===== src/rtl/brv32p_ifu_if.sv =====
// Fetch-unit bus bundle: instruction-memory request/response plus the decode-side instruction handshake.
// The master modport is the fetch unit; the slave modport is memory and decode.
interface brv32p_ifu_if;
    logic [31:0] imem_addr;
    logic        imem_rd;
    logic [31:0] imem_rdata;
    logic        imem_ready;
    logic        instr_valid;
    logic        instr_ready;
    logic [31:0] instr;
    logic [31:0] instr_pc;
    logic        instr_is_c;

    modport master (
        output imem_addr, imem_rd, instr_valid, instr, instr_pc, instr_is_c,
        input  imem_rdata, imem_ready, instr_ready
    );

    modport slave (
        input  imem_addr, imem_rd, instr_valid, instr, instr_pc, instr_is_c,
        output imem_rdata, imem_ready, instr_ready
    );
endinterface


===== src/rtl/brv32p_ifu.sv =====
// brv32p instruction-fetch unit: halfword prefetch buffer delivering whole RV32/RVC instructions.
// Define BRV32P_IFU_BYPASS_EN to present an instruction straight from memory when the buffer is empty.
module brv32p_ifu #(
    parameter int unsigned DEPTH_HW = 8,
    parameter logic [31:0] RESET_PC = 32'h0000_0000
) (
    input  logic                      clk,
    input  logic                      rst_n,
    brv32p_ifu_if.master              ifu,
    input  logic                      redirect_valid,
    input  logic [31:0]               redirect_pc,
    output logic [$clog2(DEPTH_HW):0] buf_count
);
    localparam int PW = $clog2(DEPTH_HW);
    localparam int CW = PW + 1;

    logic [15:0]   hw_q [DEPTH_HW];
    logic [PW-1:0] rd_ptr, wr_ptr;
    logic [CW-1:0] count;
    logic [31:0]   fetch_pc, head_pc;
    logic          skip_lo, started;

    logic          accept, buf_is32, buf_ok, byp_ok, head_is32, fire, empty;
    logic [15:0]   head_hw, next_hw, byp_hw, lo_hw, hi_hw, push_hw0, push_hw1;
    logic [1:0]    push_n, pop_n;

    assign ifu.imem_rd   = started & ~redirect_valid & (count <= CW'(DEPTH_HW - 2));
    assign ifu.imem_addr = {fetch_pc[31:2], 2'b00};
    assign accept        = ifu.imem_rd & ifu.imem_ready;
    assign empty         = (count == '0);

    assign head_hw  = hw_q[rd_ptr];
    assign next_hw  = hw_q[rd_ptr + PW'(1)];
    assign buf_is32 = (head_hw[1:0] == 2'b11);
    assign buf_ok   = buf_is32 ? (count >= CW'(2)) : ~empty;
    assign byp_hw   = skip_lo ? ifu.imem_rdata[31:16] : ifu.imem_rdata[15:0];

`ifdef BRV32P_IFU_BYPASS_EN
    // A 32-bit instruction starting in the upper half straddles into the next word.
    assign byp_ok = empty & accept & ~(skip_lo & (byp_hw[1:0] == 2'b11));
`else
    assign byp_ok = 1'b0;
`endif

    assign lo_hw     = empty ? byp_hw : head_hw;
    assign hi_hw     = empty ? ifu.imem_rdata[31:16] : next_hw;
    assign head_is32 = (lo_hw[1:0] == 2'b11);

    assign ifu.instr_valid = ~redirect_valid & (buf_ok | byp_ok);
    assign ifu.instr       = head_is32 ? {hi_hw, lo_hw} : {16'h0000, lo_hw};
    assign ifu.instr_pc    = head_pc;
    assign ifu.instr_is_c  = ~head_is32;
    assign buf_count       = count;

    assign fire  = ifu.instr_valid & ifu.instr_ready;
    assign pop_n = (fire & ~empty) ? (buf_is32 ? 2'd2 : 2'd1) : 2'd0;

    always_comb begin
        push_n   = 2'd0;
        push_hw0 = ifu.imem_rdata[15:0];
        push_hw1 = ifu.imem_rdata[31:16];
        if (accept) begin
            if (skip_lo) begin
                push_n   = 2'd1;
                push_hw0 = ifu.imem_rdata[31:16];
            end else begin
                push_n   = 2'd2;
            end
            // Bypassed instruction consumed: only a leftover upper RVC-pair half is kept.
            if (byp_ok & ifu.instr_ready) begin
                if (skip_lo | head_is32) begin
                    push_n = 2'd0;
                end else begin
                    push_n   = 2'd1;
                    push_hw0 = ifu.imem_rdata[31:16];
                end
            end
        end
    end

    always_ff @(posedge clk) begin
        if (push_n != 2'd0) hw_q[wr_ptr] <= push_hw0;
        if (push_n == 2'd2) hw_q[wr_ptr + PW'(1)] <= push_hw1;
    end

    always_ff @(posedge clk or negedge rst_n) begin
        if (!rst_n) begin
            started  <= 1'b0;
            rd_ptr   <= '0;
            wr_ptr   <= '0;
            count    <= '0;
            fetch_pc <= RESET_PC & ~32'd3;
            head_pc  <= {RESET_PC[31:1], 1'b0};
            skip_lo  <= RESET_PC[1];
        end else begin
            started <= 1'b1;
            if (redirect_valid) begin
                rd_ptr   <= '0;
                wr_ptr   <= '0;
                count    <= '0;
                fetch_pc <= redirect_pc & ~32'd3;
                head_pc  <= {redirect_pc[31:1], 1'b0};
                skip_lo  <= redirect_pc[1];
            end else begin
                wr_ptr <= wr_ptr + PW'(push_n);
                rd_ptr <= rd_ptr + PW'(pop_n);
                count  <= count + CW'(push_n) - CW'(pop_n);
                if (accept) begin
                    fetch_pc <= fetch_pc + 32'd4;
                    skip_lo  <= 1'b0;
                end
                if (fire) head_pc <= head_pc + (head_is32 ? 32'd4 : 32'd2);
            end
        end
    end
endmodule

===== src/flat_wrapper.sv =====
// flat-port wrapper written by rule: the top's interface ports become plain ports
module brv32p_ifu_flat 
#(
    parameter int unsigned DEPTH_HW = 8,
    parameter logic [31:0] RESET_PC = 32'h0000_0000
)
  (clk, rst_n, redirect_valid, redirect_pc, buf_count, ifu_imem_addr, ifu_imem_rd, ifu_instr_valid, ifu_instr, ifu_instr_pc, ifu_instr_is_c, ifu_imem_rdata, ifu_imem_ready, ifu_instr_ready);
  brv32p_ifu_if ifu_i ();
  input  logic clk;
  input  logic rst_n;
  input  logic redirect_valid;
  input  logic [31:0] redirect_pc;
  output logic [$clog2(DEPTH_HW):0] buf_count;
  output wire logic [$bits(ifu_i.imem_addr)-1:0] ifu_imem_addr;
  output wire logic [$bits(ifu_i.imem_rd)-1:0] ifu_imem_rd;
  output wire logic [$bits(ifu_i.instr_valid)-1:0] ifu_instr_valid;
  output wire logic [$bits(ifu_i.instr)-1:0] ifu_instr;
  output wire logic [$bits(ifu_i.instr_pc)-1:0] ifu_instr_pc;
  output wire logic [$bits(ifu_i.instr_is_c)-1:0] ifu_instr_is_c;
  input wire logic [$bits(ifu_i.imem_rdata)-1:0] ifu_imem_rdata;
  input wire logic [$bits(ifu_i.imem_ready)-1:0] ifu_imem_ready;
  input wire logic [$bits(ifu_i.instr_ready)-1:0] ifu_instr_ready;
  assign ifu_imem_addr = ifu_i.imem_addr;
  assign ifu_imem_rd = ifu_i.imem_rd;
  assign ifu_instr_valid = ifu_i.instr_valid;
  assign ifu_instr = ifu_i.instr;
  assign ifu_instr_pc = ifu_i.instr_pc;
  assign ifu_instr_is_c = ifu_i.instr_is_c;
  assign ifu_i.imem_rdata = ifu_imem_rdata;
  assign ifu_i.imem_ready = ifu_imem_ready;
  assign ifu_i.instr_ready = ifu_instr_ready;
  brv32p_ifu #(.DEPTH_HW(DEPTH_HW), .RESET_PC(RESET_PC)) u_core (.clk(clk), .rst_n(rst_n), .ifu(ifu_i), .redirect_valid(redirect_valid), .redirect_pc(redirect_pc), .buf_count(buf_count));
endmodule

===== config.mk =====
export PLATFORM = sky130hd
export DESIGN_NAME = brv32p_ifu_flat
export DESIGN_NICKNAME = d
export VERILOG_FILES = /design/src/rtl/brv32p_ifu_if.sv /design/src/rtl/brv32p_ifu.sv /design/src/flat_wrapper.sv
export SDC_FILE = /design/constraint.sdc
export NUM_CORES = 1
export LEC_CHECK = 0
export BUFFER_PORTS_ARGS = -buffer_cell sky130_fd_sc_hd__buf_2
export CAP_MARGIN = 20
export CORE_UTILIZATION = 59
export CTS_CLUSTER_SIZE = 25
export DETAILED_ROUTE_END_ITERATION = 16
export HOLD_SLACK_MARGIN = 0.08
export PLACE_DENSITY = 0.93
export SYNTH_ARGS = -nofsm -noshare
export SYNTH_HDL_FRONTEND = slang
export SYNTH_SLANG_ARGS = --single-unit

===== constraint.sdc =====
create_clock -name clk -period 5.3 [get_ports clk]
set_clock_uncertainty 0.1 [all_clocks]
set_input_delay 1.06 -clock clk [delete_from_list [all_inputs] [get_ports clk]]
set_output_delay 1.06 -clock clk [all_outputs]
set_load 0.005 [all_outputs]

==> key figures, run 1 <==
Run status
  – Status: complete, no violations

Setup path
  – Critical-path cell list: mux4_2 -> mux2i_1 -> nor2_1 -> a21oi_2 -> inv_1 -> ha_1 -> a21oi_1 -> nor4b_2 -> nand4_1 -> o311ai_0 -> o311ai_1
  – Worst path bufs/invs: 1
  – CP delay by family, top: simple AND/OR/NAND/NOR gates
  – Slowest-stage cell, CP: nor4b_2
  – CP Launch Point: u_core.rd_ptr[0]$_DFF_PN0_
  – Max incr delay on CP: 810 ps
  – WP data arrival: between 4000 and 5000 ps
  – R2r setup slk: 590 ps
  – Path depth of the worst reg2reg path: 11
  – Critical Path Stages: 11
  – Reg2Reg Launch Point: u_core.rd_ptr[0]$_DFF_PN0_
  – Crit Path Class: flip-flop to flip-flop
  – Worst Setup End Kind: flip-flop
  – Crit-path max FO: 34
  – Startpoint Class: flip-flop
  – End of the worst register-to-register path: u_core.ifu.instr_pc[30]$_DFFE_PN0N_
  – Critical path required time: ~5600 ps
  – Critical path endpoint: u_core.ifu.instr_pc[30]$_DFFE_PN0N_

Yosys
  – Syn Area/Cell: approximately 12 um^2
  – Synthesis Warnings: 0
  – Synth top area share: 0.305
  – Syn Inst Count: approximately 1000
  – Top-count cell post-synth: mux2_2
  – Ranking of synthesized cells by area: edfxtp_1, dfrtp_1, mux2_2
  – Seq/Total Area, Yosys: 0.451
  – Synth cell types: 70
  – Most common flop cell mapped by yosys: edfxtp_1
  – Async S/R FF share, synth: 0.363
  – Yosys top cell by area: edfxtp_1
  – #FFs+latches synth: 201
  – Cell Area, Synth: around 0.013 mm^2
  – Post-synth EDFFs: about 130
  – Top cells by count, synth: mux2_2, edfxtp_1, dfrtp_1, nand2_1, mux4_2

Detailed routing
  – Vias: 10400
  – 1st-iter DRT viols: around 1100
  – DRC: 0
  – Routed wire length per instance: ~26 um
  – Post-DRT Antenna Nets: 0
  – DRT Pass-1 Iters: 8
  – Via/cell ratio: just over 7
  – DRT Wirelength: roughly 38000 um

Pwr
  – Internal: about 3.4 mW
  – Clock power frac: 0.300
  – Lkg Pwr: 5.22 nW
  – Part of the power in registers: 0.375
  – Logic pwr share: 0.324
  – PD cells: 354 mW/mm^2
  – VDD IR max: 281 uV
  – Sw frac: 0.339
  – Sw power: roughly 1.7 mW

Finish
  – Area grow syn2layout: 14.0%
  – Nets@finish: 1272
  – Fillers: around 1400
  – Share of layout cells above drive strength 1: 0.363

Global routing
  – Grt ovf: 0
  – Vias in the first global route: slightly above 10000
  – First-pass GRT wire length: just under 60000 um
  – GRT Resource Usage Total: 0.346
  – Largest net degree at the start of global routing: 74
  – Antenna violations before repair: 3

STA
  – Tmin final: between 4000 and 5000 ps
  – RSZ-0062 raised after global routing: false
  – Slew @ Worst Pin: about 1100 ps
  – FMAX: 0.212 GHz
  – # setup viols final: 0
  – Setup tns final: 0 ps
  – Tcrit/Tclk final: 0.889
  – Final Hold Viols: 0
  – Slew headroom: 0.243
  – Slew Viols, Final: 0
  – Final setup margin: 588 ps

Clock network
  – H-tree lvl count: 1
  – Reg clk slew, reported paths: roughly 60 ps
  – Clk Latency, worst-skew pair: around 510 ps
  – CTS tree: yes
  – CTS root buffer: clkbuf_16
  – Post-CTS setup repair buffer count: 0
  – Resized cells post-CTS: 0
  – CTS max path bufs: 3
  – CTS Buf Count: 23
  – Clk sinks: between 200 and 250
  – Cts hold-fix bufs: 0

Placement
  – Placement Setup Slack: roughly 750 ps
  – I/O Buffers: 167
  – Gp weighted congestion: ~0.94
  – Hpwl dp: 24400 um

Floorplan
  – Boundary Pins: about 170
  – Chip height: between 100 and 150 um
  – Core area: between 0.02 and 0.025 mm^2
  – Die Width: 148 um
  – DIE AREA: ~0.022 mm^2
  – Initial Util: 0.600
  – # rows: between 50 and 60

Job
  – Max Cap Viol: 0

Min path
  – Worst min path class: flip-flop to flip-flop
## power groups by stage
stage | sequential, mW | clock (mW) | combinational (mW)
2_1_floorplan | 1.88 | 0 | 1.07
3_3_place_gp | 1.92 | 0 | 1.53
3_5_place_dp | 1.93 | 0 | 1.60
4_1_cts | 1.90 | 1.52 | 1.62
5_1_grt | 1.91 | 1.58 | 1.76
6_report | 1.90 | 1.52 | 1.65
## metrics by stage
stage	cells	instance area (um^2)	utilization	power [mW]	hold WS (ps)
after floorplan	1050	12600	-	2.95	407
after global placement	1432	13600	0.650	3.45	405
after detailed placement	1434	13600	0.651	3.53	422
after CTS	1473	14300	0.684	5.04	435
after global routing	1474	14300	0.685	5.25	463
final	1475	14300	0.685	5.07	429
## layout by cell type (no fill, tap or decap), drive strengths merged, types with 46 or more instances in the layout
cell / n
nand2: 71
edfxtp: 128
mux2: 130
o311ai: 46
nor2: 61
dfrtp: 73
buf: 199
mux4: 64
## worst register-to-register path: stages (launching register included)
cell and delay [ps]:
dfrtp_4 800, mux4_2 630, mux2i_1 380, nor2_1 220, a21oi_2 290, inv_1 80
ha_1 280, a21oi_1 100, nor4b_2 820, nand4_1 320, o311ai_0 420, o311ai_1 150
## worst min-delay path by stage
stage | depth (start not counted) | start | slack [ps] | endpoint
6_report | 1 | u_core.ifu.instr_pc[31]$_DFFE_PN0N_ | 430 | u_core.ifu.instr_pc[31]$_DFFE_PN0N_
3_5_place_dp | 1 | u_core.ifu.instr_pc[9]$_DFFE_PN0N_ | 420 | u_core.ifu.instr_pc[9]$_DFFE_PN0N_
5_1_grt | 1 | u_core.ifu.instr_pc[9]$_DFFE_PN0N_ | 460 | u_core.ifu.instr_pc[9]$_DFFE_PN0N_
3_3_place_gp | 1 | u_core.ifu.instr_pc[31]$_DFFE_PN0N_ | 400 | u_core.ifu.instr_pc[31]$_DFFE_PN0N_
4_1_cts | 1 | u_core.ifu.instr_pc[31]$_DFFE_PN0N_ | 430 | u_core.ifu.instr_pc[31]$_DFFE_PN0N_
2_1_floorplan | 1 | u_core.ifu.instr_pc[31]$_DFFE_PN0N_ | 410 | u_core.ifu.instr_pc[31]$_DFFE_PN0N_
## metal layers
metal / wire, um / track usage / vias to the layer above
li1: - / - / 4376
met1: 12700 / 0.417 / 5033
met2: 18400 / 0.577 / 845
met3: 4560 / 0.0722 / 180
met4: 2240 / 0.197 / 4
met5: 25 / 0 / -
## cell type report
class	instances	area, um^2	area share
Timing Repair Buffer	199	1080	0.0754
Inverter	34	128	0.00889
Clock inverter	6	51.3	0.00358
Multi-Input combinational cell	726	6420	0.448
Tap cell	275	344	0.0240
Clock buffer	33	643	0.0448
Antenna cell	1	2.50	0.000174
Sequential cell	201	5670	0.395
## registers in the layout, summed over array words and instances, names as in the netlist
signal               flops
u_core.hw_q            128
u_core.ifu.instr_pc     31
u_core.fetch_pc         30
u_core.buf_count         4
u_core.rd_ptr            3
u_core.wr_ptr            3
u_core.skip_lo           1
u_core.started           1
## cells by family (layout without fill, tap and decap cells)
kind of cell | count (synthesis) | after routing | share of synthesized area
xor+xnor | 13 | 13 | 0.00905
flops | 201 | 201 | 0.451
other cells | 2 | 5 | 0.000597
mux | 227 | 227 | 0.257
compound gates | 191 | 191 | 0.112
buf+inv | 123 | 272 | 0.0417
simple gates | 273 | 273 | 0.108
fa+ha+maj | 18 | 18 | 0.0209
Power figures use the tool's default switching activity.
==> run 2, diff against run 1 <==
Settings changed: BUFFER_PORTS_ARGS -buffer_cell sky130_fd_sc_hd__buf_2 to not set, CORE_UTILIZATION 59 to 60, DONT_BUFFER_PORTS set to 1, PLACE_DENSITY 0.93 to 0.87.
==> run 2 against run 1 <==
Net effect:
- power decreased by 3.8%
- sequential cell count unchanged
- cell count fell by 12%
- register-to-register slack better by 290 ps
- critical endpoint is now u_core.ifu.instr_pc[26]$_DFFE_PN0N_
- largest cell class unchanged
==> key figures, run 2 (synthesis gave the netlist of run 1 again) <==
Placement
  – Placement Setup Slack: 934 ps
  – Cell count after placement: roughly 1300
  – I/O Buffers: 0
  – Dpl cell area: about 0.013 mm^2
  – Gp weighted congestion: 0.941
  – Hpwl dp: between 20000 and 25000 um

Global routing
  – Largest net degree at the start of global routing: 74
  – GRT Resource Usage Total: 0.322
  – Vias in the first global route: about 9500
  – First-pass GRT wire length: ~53000 um
  – Antenna violations before repair: 0
  – Grt ovf: 0

Clock network
  – H-tree lvl count: 1
  – CTS max path bufs: 3
  – Post-CTS setup repair buffer count: 0
  – CTS Buf Count: 23
  – CTS tree: yes
  – Cts hold-fix bufs: 0
  – CTS root buffer: clkbuf_16
  – Clk Latency, worst-skew pair: about 520 ps
  – Clk sinks: approximately 200
  – Resized cells post-CTS: 0
  – Reg clk slew, reported paths: ~60 ps

Floorplan
  – # rows: 52
  – Chip height: between 100 and 150 um
  – Die Width: between 100 and 150 um
  – Boundary Pins: about 170
  – Core area: about 0.020 mm^2
  – Initial Util: 0.618
  – DIE AREA: 0.0216 mm^2

Finish
  – Biggest register: u_core.hw_q
  – Largest register FFs: ~130
  – Design area: between 0.01 and 0.015 mm^2
  – Layout Utilization: 0.671
  – Commonest non-fill, non-tap cell in the layout: mux2_2
  – Most frequent cells in the layout: mux2_2, edfxtp_1, nand2_1, dfrtp_1, mux4_2
  – Fillers: 1367
  – Area grow syn2layout: 8.54%
  – Nets@finish: 1102
  – Share of layout cells above drive strength 1: 0.275
  – Fin cells: 1300
  – # diodes: 0

Pwr
  – VDD IR max: about 270 uV
  – PD cells: 357 mW/mm^2
  – Sw power: about 1.6 mW
  – Total Power: about 5 mW
  – Logic pwr share: 0.277
  – Part of the power in registers: 0.397
  – Sw frac: 0.331
  – Lkg Pwr: 4.55 nW
  – Clock power frac: 0.327
  – Internal: between 3 and 4 mW

STA
  – Fin Hold WS: 128 ps
  – Final Hold Viols: 0
  – Slew headroom: 0.255
  – Slew Viols, Final: 0
  – Final setup margin: approximately 880 ps
  – Tcrit/Tclk final: 0.834
  – FMAX: roughly 0.23 GHz
  – # setup viols final: 0
  – RSZ-0062 raised after global routing: false
  – Tmin final: roughly 4400 ps
  – Slew @ Worst Pin: roughly 1100 ps
  – Setup tns final: 0 ps

Detailed routing
  – DRT Pass-1 Iters: 5
  – Via/cell ratio: 7.37
  – 1st-iter DRT viols: 1027
  – Post-DRT Antenna Nets: 0
  – Routed wire length per instance: ~27 um
  – DRT Wirelength: between 30000 and 40000 um
  – Vias: around 9600
  – DRC: 0

Setup path
  – Startpoint Class: flip-flop
  – Worst Setup End Kind: flip-flop
  – Crit Path Class: flip-flop to flip-flop
  – Crit-path max FO: 29
  – Critical path required time: around 5600 ps
  – Reg2Reg Launch Point: u_core.rd_ptr[0]$_DFF_PN0_
  – WP data arrival: 4700 ps
  – CP Launch Point: u_core.rd_ptr[0]$_DFF_PN0_

Min path
  – Worst min path class: input port to asynchronous set/reset pin

Job
  – Max Cap Viol: 0

Run status
  – Status: complete, no violations
run 2: changes by cell type in the layout (fill, tap and decap cells not counted), moves of 3 or more:
cell	change
clkinv_1	-3
nor2_2	+10
buf_8	+6
buf_2	-166
buf_4	-14
nor2_1	-10
run 2: cell type report:
cell class	instances	area, um^2	area share
Clock inverter	6	65.1	0.00476
Clock buffer	34	678	0.0497
Multi-Input combinational cell	726	6470	0.474
Timing Repair Buffer	29	307	0.0224
Inverter	34	128	0.00934
Sequential cell	201	5680	0.416
Tap cell	270	338	0.0247
run 2: path summary, 6_finish.rpt:
path,end,slack (ps),cells after the start
setup / recovery,u_core.ifu.instr_pc[26]$_DFFE_PN0N_,880,13
hold / removal,u_core.fetch_pc[24]$_DFFE_PN0P_,130,0
setup reg to reg,u_core.ifu.instr_pc[26]$_DFFE_PN0N_,880,13
hold reg to reg,u_core.ifu.instr_pc[31]$_DFFE_PN0N_,460,1
max in group asynchronous,u_core.rd_ptr[0]$_DFF_PN0_,4860,0
min in group clk,u_core.ifu.instr_pc[31]$_DFFE_PN0N_,460,1
run 2: worst max-delay path: stages (launching register included):
cell	delay [ps]
dfrtp_4	740
mux4_2	570
mux2i_1	350
nor2_1	210
a21oi_2	200
buf_4	350
inv_1	80
ha_1	290
a21oi_1	100
nor4b_2	320
buf_4	210
nand4_1	150
o41ai_1	430
o311ai_1	160
run 2: routing by layer:
layer / wire [um] / vias up / share of wire / global-route usage
li1: - / 4022 / - / -
met1: 12200 / 4727 / 0.35 / 0.394
met2: 17100 / 685 / 0.49 / 0.523
met3: 4170 / 142 / 0.12 / 0.0863
met4: 1710 / 0 / 0.049 / 0.171
met5: 0 / - / 0 / 0
run 2: power by group through the flow:
stage          registers [mW]  logic, mW  clock network, mW
6_report                 1.93       1.35               1.59
4_1_cts                  1.93       1.32               1.59
3_5_place_dp             1.96       1.30                  0
2_1_floorplan            1.88       1.07                  0
3_3_place_gp             1.95       1.26                  0
5_1_grt                  1.95       1.44               1.66
==> run 3, diff against run 2 <==
Settings changed: CORE_UTILIZATION 60 to 59, PLACE_DENSITY 0.87 to 0.89.
Clock period 5.3 ns to 3.8 ns, I/O delays scaled along.
==> run 3 against run 2 <==
Net effect:
- design area is 0.76% higher
- largest power group unchanged
- first-iteration DRC count is 18% lower
- worst setup slack worse by 860 ps
- largest cell class unchanged
- power is 40% higher
- highest routed layer unchanged
- clock power is 35% higher
==> key figures, run 3 (synthesis gave the netlist of run 1 again) <==
Run status
  – Status: complete, no violations

Global routing
  – Grt ovf: 0
  – Largest net degree at the start of global routing: 74
  – First-pass GRT wire length: ~55000 um
  – Antenna violations before repair: 0
  – GRT Resource Usage Total: 0.332
  – Vias in the first global route: between 9000 and 10000

Placement
  – I/O Buffers: 0
  – Gp weighted congestion: 0.977
  – Hpwl dp: roughly 24000 um

STA
  – Slew @ Worst Pin: approximately 950 ps
  – Tmin final: about 3800 ps
  – FMAX: around 0.26 GHz
  – Setup tns final: 0 ps
  – Final Hold Viols: 0
  – Tcrit/Tclk final: 0.993
  – # setup viols final: 0
  – Slew headroom: 0.362
  – Slew Viols, Final: 0
  – Fin Hold WS: around 220 ps

Finish
  – Nets@finish: 1121
  – Area grow syn2layout: 9.37%
  – Fillers: between 1000 and 1500
  – Share of layout cells above drive strength 1: 0.289
  – # diodes: 0
  – Commonest non-fill, non-tap cell in the layout: mux2_2
  – Multi-input gate area: 0.00649 mm^2
  – Largest register FFs: ~130
  – Most frequent cells in the layout: mux2_2, edfxtp_1, nand2_1, dfrtp_1, mux4_2
  – Register Area: between 0.005 and 0.006 mm^2
  – Biggest register: u_core.hw_q

Floorplan
  – Boundary Pins: between 150 and 200
  – Core area: roughly 0.021 mm^2
  – # rows: 53
  – Initial Util: 0.600
  – Chip height: between 100 and 150 um
  – DIE AREA: 0.0219 mm^2
  – Die Width: ~150 um

Job
  – Max Cap Viol: 0

Setup path
  – WP data arrival: between 2000 and 3000 ps
  – Worst path bufs/invs: 2
  – Critical-path cell list: buf_6 -> ha_2 -> buf_12 -> mux4_2 -> mux2i_2 -> a211oi_2
  – Worst Setup End Kind: output port
  – Startpoint Class: flip-flop
  – CP delay by family, top: multiplexers
  – Max incr delay on CP: between 500 and 600 ps
  – Slowest-stage cell, CP: dfrtp_4
  – Crit-path max FO: 34
  – Critical path required time: 2940 ps
  – Crit Path Class: flip-flop to output port

Detailed routing
  – Routed wire length per instance: ~28 um
  – DRC: 0
  – DRT Pass-1 Iters: 6
  – Via/cell ratio: 7.37
  – DRT Wirelength: roughly 37000 um
  – Vias: 9765
  – Post-DRT Antenna Nets: 0
  – 1st-iter DRT viols: around 850

Clock network
  – H-tree lvl count: 1
  – Reg clk slew, reported paths: approximately 60 ps
  – CTS max path bufs: 3
  – Clk Latency, worst-skew pair: 520 ps
  – CTS Buf Count: 23
  – Clk sinks: roughly 200
  – CTS root buffer: clkbuf_16
  – CTS tree: yes

Pwr
  – PD cells: 497 mW/mm^2
  – Total Power: between 6 and 7 mW
  – VDD IR max: ~420 uV
  – Lkg Pwr: approximately 4.6 nW

Min path
  – Worst min path class: input port to flip-flop
-- run 3: what timing repair did --
item	4_1_cts	5_1_grt
hold buffers	2	0
setup buffers	0	3
setup endpoints to repair	12	12
endpoints found under the hold margin	73	0
resized for setup	4	11
-- run 3: final timing paths --
| path | endpoint | start | depth (start not counted) | slack, ps |
|---|---|---|---|---|
| min in group asynchronous | u_core.fetch_pc[24]$_DFFE_PN0P_ | rst_n | 2 | 700 |
| worst max register to register | u_core.ifu.instr_pc[29]$_DFFE_PN0N_ | u_core.rd_ptr[0]$_DFF_PN0_ | 13 | 150 |
| max in group asynchronous | u_core.rd_ptr[0]$_DFF_PN0_ | rst_n | 2 | 2560 |
| worst min-delay path | u_core.wr_ptr[0]$_DFF_PN0_ | redirect_valid | 1 | 220 |
| worst max-delay path | ifu_instr[16] | u_core.rd_ptr[0]$_DFF_PN0_ | 6 | 30 |
| worst min register to register | u_core.ifu.instr_pc[31]$_DFFE_PN0N_ | u_core.ifu.instr_pc[31]$_DFFE_PN0N_ | 1 | 450 |
-- run 3: cell type report --
cell class | count | area share
flip-flops and latches | 201 | 0.412
clock buffers | 29 | 0.0456
clock inverters | 12 | 0.00627
multi-input cells | 726 | 0.471
inverters | 34 | 0.00927
repair buffers | 48 | 0.0299
well taps | 275 | 0.0250
-- run 3: routing by layer --
metal | global-route usage | up-vias | wire (um)
li1 | - | 4071 | -
met1 | 0.396 | 4767 | 12100
met2 | 0.545 | 768 | 17600
met3 | 0.0923 | 159 | 5040
met4 | 0.180 | 0 | 2150
met5 | 0 | - | 0
-- run 3: metrics by stage --
step	utilization	setup slack (ps)	instance area (um^2)	std cells
after CTS	0.654	7.10	13700	1322
after floorplan	-	7.78	12600	1050
after global placement	0.617	178	12900	1279
after detailed placement	0.617	14.1	12900	1279
after global routing	0.657	-31.0	13800	1325
final	0.657	26.1	13800	1325
-- run 3: where the power goes --
group / leakage [nW] / switching, mW / internal [mW]
clock network: 0.353 / 0.903 / 1.23
registers: 2.05 / 0.201 / 2.46
logic: 2.23 / 1.21 / 0.835
-- run 3: worst reg2reg max path, stage by stage (launching register included) --
cell      delay, ps
dfrtp_4         500
mux4_2          580
mux2i_4         190
nor2_2          120
a21oi_2         170
ha_1            190
inv_1            60
fa_1            420
nand3b_1        200
nor3_1          150
buf_4           180
and3_2          230
nand3_1         140
o311ai_0        300
